<file path="config.mk">
export PLATFORM = sky130hd
export DESIGN_NAME = stim_sig_unit
export DESIGN_NICKNAME = d
export VERILOG_FILES = /design/src/rtl/stim_sig_unit.sv
export SDC_FILE = /design/constraint.sdc
export NUM_CORES = 1
export LEC_CHECK = 0
export BUFFER_PORTS_ARGS = -buffer_cell sky130_fd_sc_hd__clkbuf_2
export CORE_UTILIZATION = 50
export CTS_BUF_LIST = sky130_fd_sc_hd__clkbuf_16
export CTS_CLUSTER_SIZE = 30
export DETAILED_ROUTE_END_ITERATION = 7
export PLACE_DENSITY_LB_ADDON = 0.12
export SYNTH_ARGS = -nofsm -noshare
export SYNTH_HDL_FRONTEND = slang
export SYNTH_SLANG_ARGS = --single-unit
</file>
<file path="constraint.sdc">
create_clock -name clk -period 4.4 [get_ports clk]
set_input_delay 0.22 -clock clk [delete_from_list [all_inputs] [get_ports clk]]
set_output_delay 0.22 -clock clk [all_outputs]
set_load 0.1 [all_outputs]
</file>
<file path="src/rtl/stim_sig_unit.sv">
// Exhaustive-count stimulus driver with MISR response compaction around a small combinational netlist.
// Latency: NUM_VEC*(SETTLE+1) cycles from accepted start to done; no backpressure, start is ignored while busy.
// Optional signature comparator on pass is compiled in with STIM_SIG_CMP_EN.
module stim_sig_unit #(
    parameter int              VEC_W   = 3,
    parameter int              RESP_W  = 3,
    parameter int              SIG_W   = 16,
    parameter logic [SIG_W-1:0] POLY   = 16'h1021,
    parameter logic [SIG_W-1:0] SEED   = 16'hFFFF,
    parameter int              NUM_VEC = 8,
    parameter int              SETTLE  = 1
) (
    input  logic              clk,
    input  logic              rst_n,
    input  logic              start,
    input  logic [RESP_W-1:0] resp,
    input  logic [SIG_W-1:0]  exp_sig,
    output logic [VEC_W-1:0]  stim,
    output logic              busy,
    output logic              done,
    output logic [SIG_W-1:0]  signature,
    output logic              pass
);

    typedef enum logic [1:0] {
        S_IDLE,
        S_SETTLE,
        S_SAMPLE,
        S_DONE
    } state_t;

    localparam state_t   FIRST_ST = (SETTLE > 0) ? S_SETTLE : S_SAMPLE;
    localparam logic [7:0]  SETTLE_LD = 8'(SETTLE);
    localparam logic [15:0] LAST_IDX  = 16'(NUM_VEC - 1);

    state_t             state_q, state_d;
    logic [VEC_W-1:0]   stim_q, stim_d;
    logic [SIG_W-1:0]   sig_q, sig_d;
    logic [7:0]         cnt_q, cnt_d;
    logic [15:0]        idx_q, idx_d;
    logic               busy_q, busy_d;
    logic               done_q, done_d;
    logic               pass_q, pass_d;
    logic [SIG_W-1:0]   misr_nxt;
    logic               cmp_hit;

    assign misr_nxt = {sig_q[SIG_W-2:0], 1'b0}
                    ^ (sig_q[SIG_W-1] ? POLY : '0)
                    ^ SIG_W'(resp);

`ifdef STIM_SIG_CMP_EN
    // Compare the value being written so pass lands on the same edge as done.
    assign cmp_hit = (misr_nxt == exp_sig);
`else
    logic unused_exp_sig;
    assign unused_exp_sig = ^exp_sig;
    assign cmp_hit        = 1'b0;
`endif

    always_comb begin
        state_d = state_q;
        stim_d  = stim_q;
        sig_d   = sig_q;
        cnt_d   = cnt_q;
        idx_d   = idx_q;
        busy_d  = busy_q;
        done_d  = done_q;
        pass_d  = pass_q;
        case (state_q)
            S_IDLE, S_DONE: begin
                if (start) begin
                    state_d = FIRST_ST;
                    stim_d  = '0;
                    idx_d   = '0;
                    sig_d   = SEED;
                    cnt_d   = SETTLE_LD;
                    busy_d  = 1'b1;
                    done_d  = 1'b0;
                    pass_d  = 1'b0;
                end
            end
            S_SETTLE: begin
                cnt_d = cnt_q - 8'd1;
                if (cnt_q == 8'd1) begin
                    state_d = S_SAMPLE;
                end
            end
            S_SAMPLE: begin
                sig_d = misr_nxt;
                if (idx_q == LAST_IDX) begin
                    state_d = S_DONE;
                    busy_d  = 1'b0;
                    done_d  = 1'b1;
                    pass_d  = cmp_hit;
                end else begin
                    idx_d   = idx_q + 16'd1;
                    stim_d  = stim_q + 1'b1;
                    cnt_d   = SETTLE_LD;
                    state_d = FIRST_ST;
                end
            end
            default: state_d = S_IDLE;
        endcase
    end

    always_ff @(posedge clk or negedge rst_n) begin
        if (!rst_n) begin
            state_q <= S_IDLE;
            stim_q  <= '0;
            sig_q   <= '0;
            cnt_q   <= '0;
            idx_q   <= '0;
            busy_q  <= 1'b0;
            done_q  <= 1'b0;
            pass_q  <= 1'b0;
        end else begin
            state_q <= state_d;
            stim_q  <= stim_d;
            sig_q   <= sig_d;
            cnt_q   <= cnt_d;
            idx_q   <= idx_d;
            busy_q  <= busy_d;
            done_q  <= done_d;
            pass_q  <= pass_d;
        end
    end

    assign stim      = stim_q;
    assign busy      = busy_q;
    assign done      = done_q;
    assign signature = sig_q;
    assign pass      = pass_q;

endmodule

</file>
==> results_dict.tcl, run 1 <==
set metrics [dict create \
    hold_violations 0 \
    place_area_sq_um 2540 \
    hp-class "primary input to async pin" \
    synth_fa_ha_area_frac 0.0366 \
    post-cts-setup-buffers 0 \
    drtIter0Drc 118 \
    layout_common_cells "dfrtp_1, clkbuf_2, o21ai_0" \
    startpoint_type "flop" \
    vias 1872 \
    critical_path_class "flop to flop" \
    synth_area_per_cell_sq_um 10.1 \
    grt_pass1_wl_um 8530 \
    synth_top_family_by_area "simple AND/OR/NAND/NOR gates" \
    period_minus_slack_ps 2690 \
    crit_path_max_fanout 30 \
    syn_nets 265 \
    min_period_over_period 0.610 \
    area_delta_synth_final_pct 12.4 \
    cts_root_buf "clkbuf_16" \
    design_area_sq_um 2690 \
    fill_cells 393 \
    ys_seq_area_frac 0.492 \
    synth_xor_area_frac 0.0220 \
    start_util 0.534 \
    syn_inst 236 \
    outcome "finished, final reports clean" \
    ant_nets 0 \
    ys_async_sr_fraction 1.00 \
    arrival_ps 2890 \
    detailed_place_hpwl_um 3220 \
    power_density_nw_per_um2 597 \
    rsz0062_at_grt "no" \
    synth_ff_type "dfrtp_1" \
    fmax_mhz 372 \
    drc 0 \
    required_ps 4600 \
    wire_per_inst_um 15.7 \
    diodes 0 \
    post_cts_resize_count 0 \
    antenna_found_initial 0 \
    cap_viol_max_count 0 \
    cts_tree "yes" \
    whs_ps 24.5 \
    slew_viol_final 0 \
    core_area_sq_um 4470 \
    vias_per_cell 6.00 \
    synth-compound-area-share 0.192 \
    clockBufferDepth 2 \
    drive_gt1_frac 0.154 \
    end_kind "flop" \
    synth-simple-area-share 0.197 \
    grtUsageTotal 0.214 \
    layout_commonest_cell "dfrtp_1" \
    gp_congestion 0.771 \
    synthMuxAreaShare 0.0225 \
    worst_slew_pin_slew_ps 985 \
    rows 24 \
    nets 288 \
    fin_worst_skew_ps 3.11 \
    setup_viol 0 \
    gr-total-overflow 0 \
    dieArea_sq_um 5060 \
    ir_drop_mv 0.315 \
    grt_pass1_vias 1880 \
    first_pass_iters 4 \
    htreeDepth 2 \
    power_leakage_uw 0.00114 \
    io_pins 44 \
    ys_ff_latch 47 \
    ctsHoldBuffers 0 \
    maxSlewHeadroom 0.341 \
    die_w_um 71.1 \
    numPortBuffers 26 \
    synth-edff-count 0 \
    tns_ps 0 \
    clk_latency_ps 280 \
    cts.sink_count 47 \
    synthesis.area_sq_um 2390 \
    cts_made_buffers 5 \
    grt_max_degree 48 \
    clk_pin_slew_worst_paths_ps 60 \
    yosysUniqueCellTypes 42 \
    synth_warnings 0 \
    drt_wl_total_um 4890 \
    die_h_um 71.1 \
]
[registers in the layout (all words and copies together) (netlist names)]
name,flops
done,1
state_q,2
idx_q,16
cnt_q,8
stim,3
signature,16
busy,1
[layer usage]
| metal | track usage | wire, um |
|---|---|---|
| met5 | 0 | 0 |
| met4 | 0.0533 | 32 |
| met1 | 0.297 | 2470 |
| met2 | 0.335 | 2190 |
| met3 | 0.0570 | 200 |
[worst paths after layout]
path	startpoint	endpoint	slack, ps	cells past startpoint
max in group asynchronous	rst_n	signature[0]	3970	2
setup reg to reg	state_q[0]	idx_q[14]	1710	6
hold / removal	rst_n	cnt_q[6]	20	2
hold reg to reg	signature[14]	signature[15]	520	1
setup / recovery	state_q[0]	idx_q[14]	1710	6
min in group clk	resp[0]	signature[0]	240	3
[through the flow]
step | std cells | setup slack [ps] | util | power [uW]
after floorplan | 236 | 2390 | - | 1120
after global placement | 304 | 1780 | 0.569 | 1240
after detailed placement | 304 | 1690 | 0.569 | 1260
after CTS | 312 | 1690 | 0.600 | 1620
after global routing | 312 | 1470 | 0.600 | 1710
final | 312 | 1710 | 0.600 | 1600
[critical path: stages, from the launching register on]
cell,delay [ps]
dfrtp_1,400
inv_1,80
ha_1,350
mux2_2,580
nand3_1,440
or4_1,590
a21oi_1,160
[final cells by class]
type	instances	area, sq um	area share
tap	52	65.1	0.0242
inverter	8	30.0	0.0112
clock buffer	5	125	0.0466
timing repair buffer	28	145	0.0540
sequential	47	1180	0.438
multi-input combinational	169	1130	0.420
clock inverter	3	16.3	0.00605
[cell usage after synthesis (6+ instances only)]
master | instances | share of area
o31ai_1 | 7 | 0.022
nand2_1 | 13 | 0.020
o21ai_0 | 15 | 0.031
inv_1 | 8 | 0.013
nand3_1 | 10 | 0.021
or4_1 | 9 | 0.028
a31oi_1 | 8 | 0.021
nand2b_1 | 7 | 0.018
a21oi_1 | 13 | 0.027
ha_1 | 7 | 0.037
nor2_1 | 14 | 0.022
dfrtp_1 | 47 | 0.49
o22a_1 | 11 | 0.040
or3_1 | 6 | 0.016
clkbuf_1 | 6 | 0.0094
[report_power, final]
part           internal (uW)  switching (uW)
clock network            207             153
registers                503            62.9
logic                    195             483
[logic make-up (layout without fill, tap and decap cells)]
logic type      count (synthesis)  after routing
compound gates                 68             68
simple gates                   82             82
mux                             5              5
xor+xnor                        6              6
fa+ha+maj                       7              7
other cells                     1              1
flops                          47             47
buf+inv                        20             44
(Power assumes the default switching activity.)
==> run 2, diff against run 1 <==
clock period = 2.75 ns   (was 4.4 ns; I/O delays follow)
==> results_dict.tcl, run 2 (synthesis results as in run 1) <==
set metrics [dict create \
    ant_nets 0 \
    vias_per_cell 6.11 \
    area_delta_synth_final_pct 14.2 \
    drt_wl_total_um 4970 \
    ir_drop_mv 0.582 \
    gp_congestion 0.777 \
    arrival_ps 2570 \
    diodes 0 \
    cp.buffers_inverters 2 \
    vias 1938 \
    grtUsageTotal 0.219 \
    power_density_nw_per_um2 964 \
    core_area_sq_um 4470 \
    cts.sink_count 47 \
    cts_tree "yes" \
    cts_root_buf "clkbuf_16" \
    drive_gt1_frac 0.166 \
    layout_common_cells "dfrtp_1, clkbuf_2, o21ai_0" \
    min_period_over_period 0.873 \
    maxSlewHeadroom 0.600 \
    top_layer "met4" \
    layout.cells.non_filler 317 \
    power_leakage_uw 0.00116 \
    wire_per_inst_um 15.7 \
    slew_viol_final 0 \
    reg2reg_to "idx_q[14]" \
    reg2regPathDepth 7 \
    dieArea_sq_um 5060 \
    fmax_mhz 416 \
    clk_latency_ps 290 \
    crit_chain "inv_1, ha_1, nor4b_1, and4_1, buf_4, or4_1, a21oi_1" \
    io_pins 44 \
    crit_path_end "idx_q[14]" \
    first_pass_iters 4 \
    fin_worst_skew_ps 4.29 \
    gr-total-overflow 0 \
    detailed_place_hpwl_um 3320 \
    cts_made_buffers 5 \
    numPortBuffers 26 \
    tns_ps 0 \
    rows 24 \
    clk_pin_slew_worst_paths_ps 60 \
    worst_slew_pin_slew_ps 597 \
    multi_input_area_sq_um 1130 \
    rsz0062_at_grt "no" \
    crit_path_max_fanout 15 \
    cp_top_family "simple AND/OR/NAND/NOR gates" \
    path_depth 7 \
    outcome "finished, final reports clean" \
    drc 0 \
    r2r-start "state_q[0]" \
    nets 293 \
    wl_met2_um 2260 \
    startpoint_type "flop" \
    die_w_um 71.1 \
    grt_pass1_wl_um 8630 \
    dr_wl_met3_um 162 \
    htreeDepth 2 \
    regArea_sq_um 1180 \
    setup_viol 0 \
    max_stage_delay_ps 600 \
    post-cts-setup-buffers 0 \
    dp_cells 308 \
    period_minus_slack_ps 2400 \
    drtIter0Drc 243 \
    end_kind "flop" \
    start_util 0.534 \
    cp_slowest_cell "and4_1" \
    layout_commonest_cell "dfrtp_1" \
    wl_met1_um 2500 \
    fill_cells 385 \
    hold_violations 0 \
    startpoint "state_q[0]" \
    r2r_slack_ps 350 \
    die_h_um 71.1 \
    critical_path_class "flop to flop" \
    grt_pass1_vias 1878 \
    required_ps 2920 \
    grt_max_degree 48 \
    hp-class "primary input to flop" \
    antenna_found_initial 0 \
    cap_viol_max_count 0 \
    clockBufferDepth 2 \
]
-- run 2: how the worst min path moves through the flow --
stage,from,to,slack [ps],cells past startpoint
after floorplan,rst_n,busy,-160,0
after global placement,rst_n,cnt_q[6],280,2
after detailed placement,rst_n,cnt_q[6],270,2
after CTS,resp[1],signature[1],150,3
after global routing,resp[1],signature[1],160,3
final,resp[1],signature[1],150,3
-- run 2: layer usage --
metal,vias up,global-route usage
li1,945,-
met1,962,0.301
met2,27,0.349
met3,4,0.0456
met4,0,0.0711
met5,-,0
-- run 2: metrics by stage --
step	area [sq um]	util	power [uW]	worst slack, ps	hold slack (ps)
CTS	2730	0.610	2660	346	151
global route	2730	0.610	2800	146	159
finish	2730	0.610	2630	349	154
detailed placement	2570	0.576	2050	364	274
floorplan	2390	-	1800	743	-158
global placement	2570	0.576	2020	418	275
-- run 2: repair_timing --
| item | CTS | global route |
|---|---|---|
| resized for setup | 0 | 0 |
| endpoints found under the hold margin | 47 | 0 |
| hold buffers | 1 | 0 |
-- run 2: cell type report --
type                    instances  area share
flip-flops and latches         47       0.431
multi-input cells             169       0.413
repair buffers                 33      0.0678
clock buffers                   5      0.0458
well taps                      52      0.0238
inverters                       8      0.0110
clock inverters                 3     0.00733
-- run 2: worst register-to-register path, delay by kind of cell, from the launching register on --
kind,cells,cell delay (ps)
buffers and inverters,2,350
adder cells (fa/ha/maj),1,370
AO/OA/AOI/OAI,1,60
flip-flops,1,390
AND/OR/NAND/NOR,3,1120
-- run 2: power breakdown --
group | switching [uW] | leakage (uW) | internal [uW] | total, uW
combinational | 793 | 0.000534 | 334 | 1130
clock | 265 | 0.0000716 | 337 | 602
sequential | 100 | 0.000558 | 804 | 904
==> run 3, diff against run 2 <==
CTS_BUF_LIST = sky130_fd_sc_hd__clkbuf_4 sky130_fd_sc_hd__clkbuf_8 sky130_fd_sc_hd__clkbuf_16   (was sky130_fd_sc_hd__clkbuf_16)
CTS_CLUSTER_SIZE = 12   (was 30)
==> results_dict.tcl, run 3 (synthesis results as in run 1) <==
set metrics [dict create \
    r2r_slack_ps 360 \
    antenna_found_initial 0 \
    grtUsageTotal 0.216 \
    hold_violations 0 \
    ctsHoldBuffers 1 \
    htreeDepth 2 \
    power_frac_comb 0.455 \
    layout_common_cells "dfrtp_1, clkbuf_2, o21ai_0" \
    numPortBuffers 26 \
    power.total_uw 2470 \
    vias_per_cell 6.15 \
    cts.sink_count 47 \
    netSwitchingFraction 0.463 \
    io_pins 44 \
    clockBufferDepth 2 \
    die_h_um 71.1 \
    cap_viol_max_count 0 \
    post_cts_resize_count 0 \
    ir_drop_mv 0.560 \
    fin_worst_skew_ps 6.70 \
    internal-power_uw 1330 \
    dieArea_sq_um 5060 \
    rsz0062_at_grt "no" \
    start_util 0.534 \
    period_minus_slack_ps 2390 \
    clk_pin_slew_worst_paths_ps 90 \
    p_seq_frac 0.365 \
    setup_viol 0 \
    design_area_sq_um 2680 \
    die_w_um 71.1 \
    critical_path_class "flop to flop" \
    core_area_sq_um 4470 \
    crit_path_max_fanout 15 \
    hp-class "primary input to flop" \
    worst_slew_pin_slew_ps 600 \
    fmax_mhz 418 \
    grt_max_degree 48 \
    drive_gt1_frac 0.170 \
    dp_slack_ps 364 \
    layout_setup_ws_ps 357 \
    drt_wl_total_um 4980 \
    diodes 0 \
    end_kind "flop" \
    layout_commonest_cell "dfrtp_1" \
    required_ps 2940 \
    nets 293 \
    dp_cells 308 \
    power_leakage_uw 0.00114 \
    area_delta_synth_final_pct 12.0 \
    hold_depth 3 \
    tns_ps 0 \
    cts_root_buf "clkbuf_8" \
    min_period_over_period 0.870 \
    post-cts-setup-buffers 0 \
    p_switching_uw 1140 \
    maxSlewHeadroom 0.598 \
    vias 1951 \
    clk_latency_ps 310 \
    detailed_place_hpwl_um 3320 \
    gp_congestion 0.777 \
    arrival_ps 2580 \
    drtIter0Drc 191 \
    startpoint_type "flop" \
    grt_pass1_wl_um 8580 \
    drc 0 \
    power_density_nw_per_um2 924 \
    ant_nets 0 \
    place_area_sq_um 2570 \
    grt_pass1_vias 1899 \
    first_pass_iters 4 \
    gr-total-overflow 0 \
    cts_tree "yes" \
    cts_made_buffers 5 \
    rows 24 \
    slew_viol_final 0 \
    reg2regPathDepth 7 \
    outcome "finished, final reports clean" \
    p_clk_frac 0.180 \
    layout.cells.non_filler 317 \
    wire_per_inst_um 15.7 \
]
[run 3: cell types whose count changed in the layout (fill, tap and decap cells not counted), sizes merged]
| cell | previous run | this run |
|---|---|---|
| inv | 10 | 9 |
| clkbuf | 31 | 32 |
[run 3: layout make-up]
cell class                 instances  area [sq um]
multi-input combinational        169          1130
inverter                           8          30.0
clock inverter                     2          16.3
timing repair buffer              33           185
fill                             392          1800
sequential                        47          1180
clock buffer                       6          76.3
tap                               52          65.1
[run 3: power groups by stage]
stage / Clock, uW / Sequential [uW] / Combinational, uW
after global placement: 0 / 913 / 1110
after CTS: 457 / 903 / 1130
final: 445 / 903 / 1130
after global routing: 477 / 924 / 1230
after floorplan: 0 / 1180 / 623
after detailed placement: 0 / 914 / 1130
[run 3: layer usage]
metal  vias up  track usage  wire [um]
met4         0       0.0667         53
met1       958        0.300       2460
li1        945            -          -
met2        43        0.343       2230
met3         5       0.0442        236
met5         -            0          0
[run 3: critical path, stage by stage (launching register included)]
cell	delay, ps
dfrtp_1	400
inv_1	80
ha_1	360
nor4b_1	390
and4_1	590
buf_4	260
or4_1	130
a21oi_1	60
[run 3: path summary, 6_finish.rpt]
| check | to | startpoint |
|---|---|---|
| setup reg to reg | idx_q[14] | state_q[0] |
| max in group asynchronous | signature[9] | rst_n |
| setup / recovery | idx_q[14] | state_q[0] |
| hold reg to reg | signature[10] | signature[9] |
| hold / removal | signature[1] | resp[1] |
| min in group asynchronous | cnt_q[6] | rst_n |
[run 3: per-stage QoR]
stage / hold slack [ps] / util
after floorplan: -158 / -
after global placement: 275 / 0.576
after detailed placement: 274 / 0.576
after CTS: 129 / 0.598
after global routing: 134 / 0.598
final: 130 / 0.598
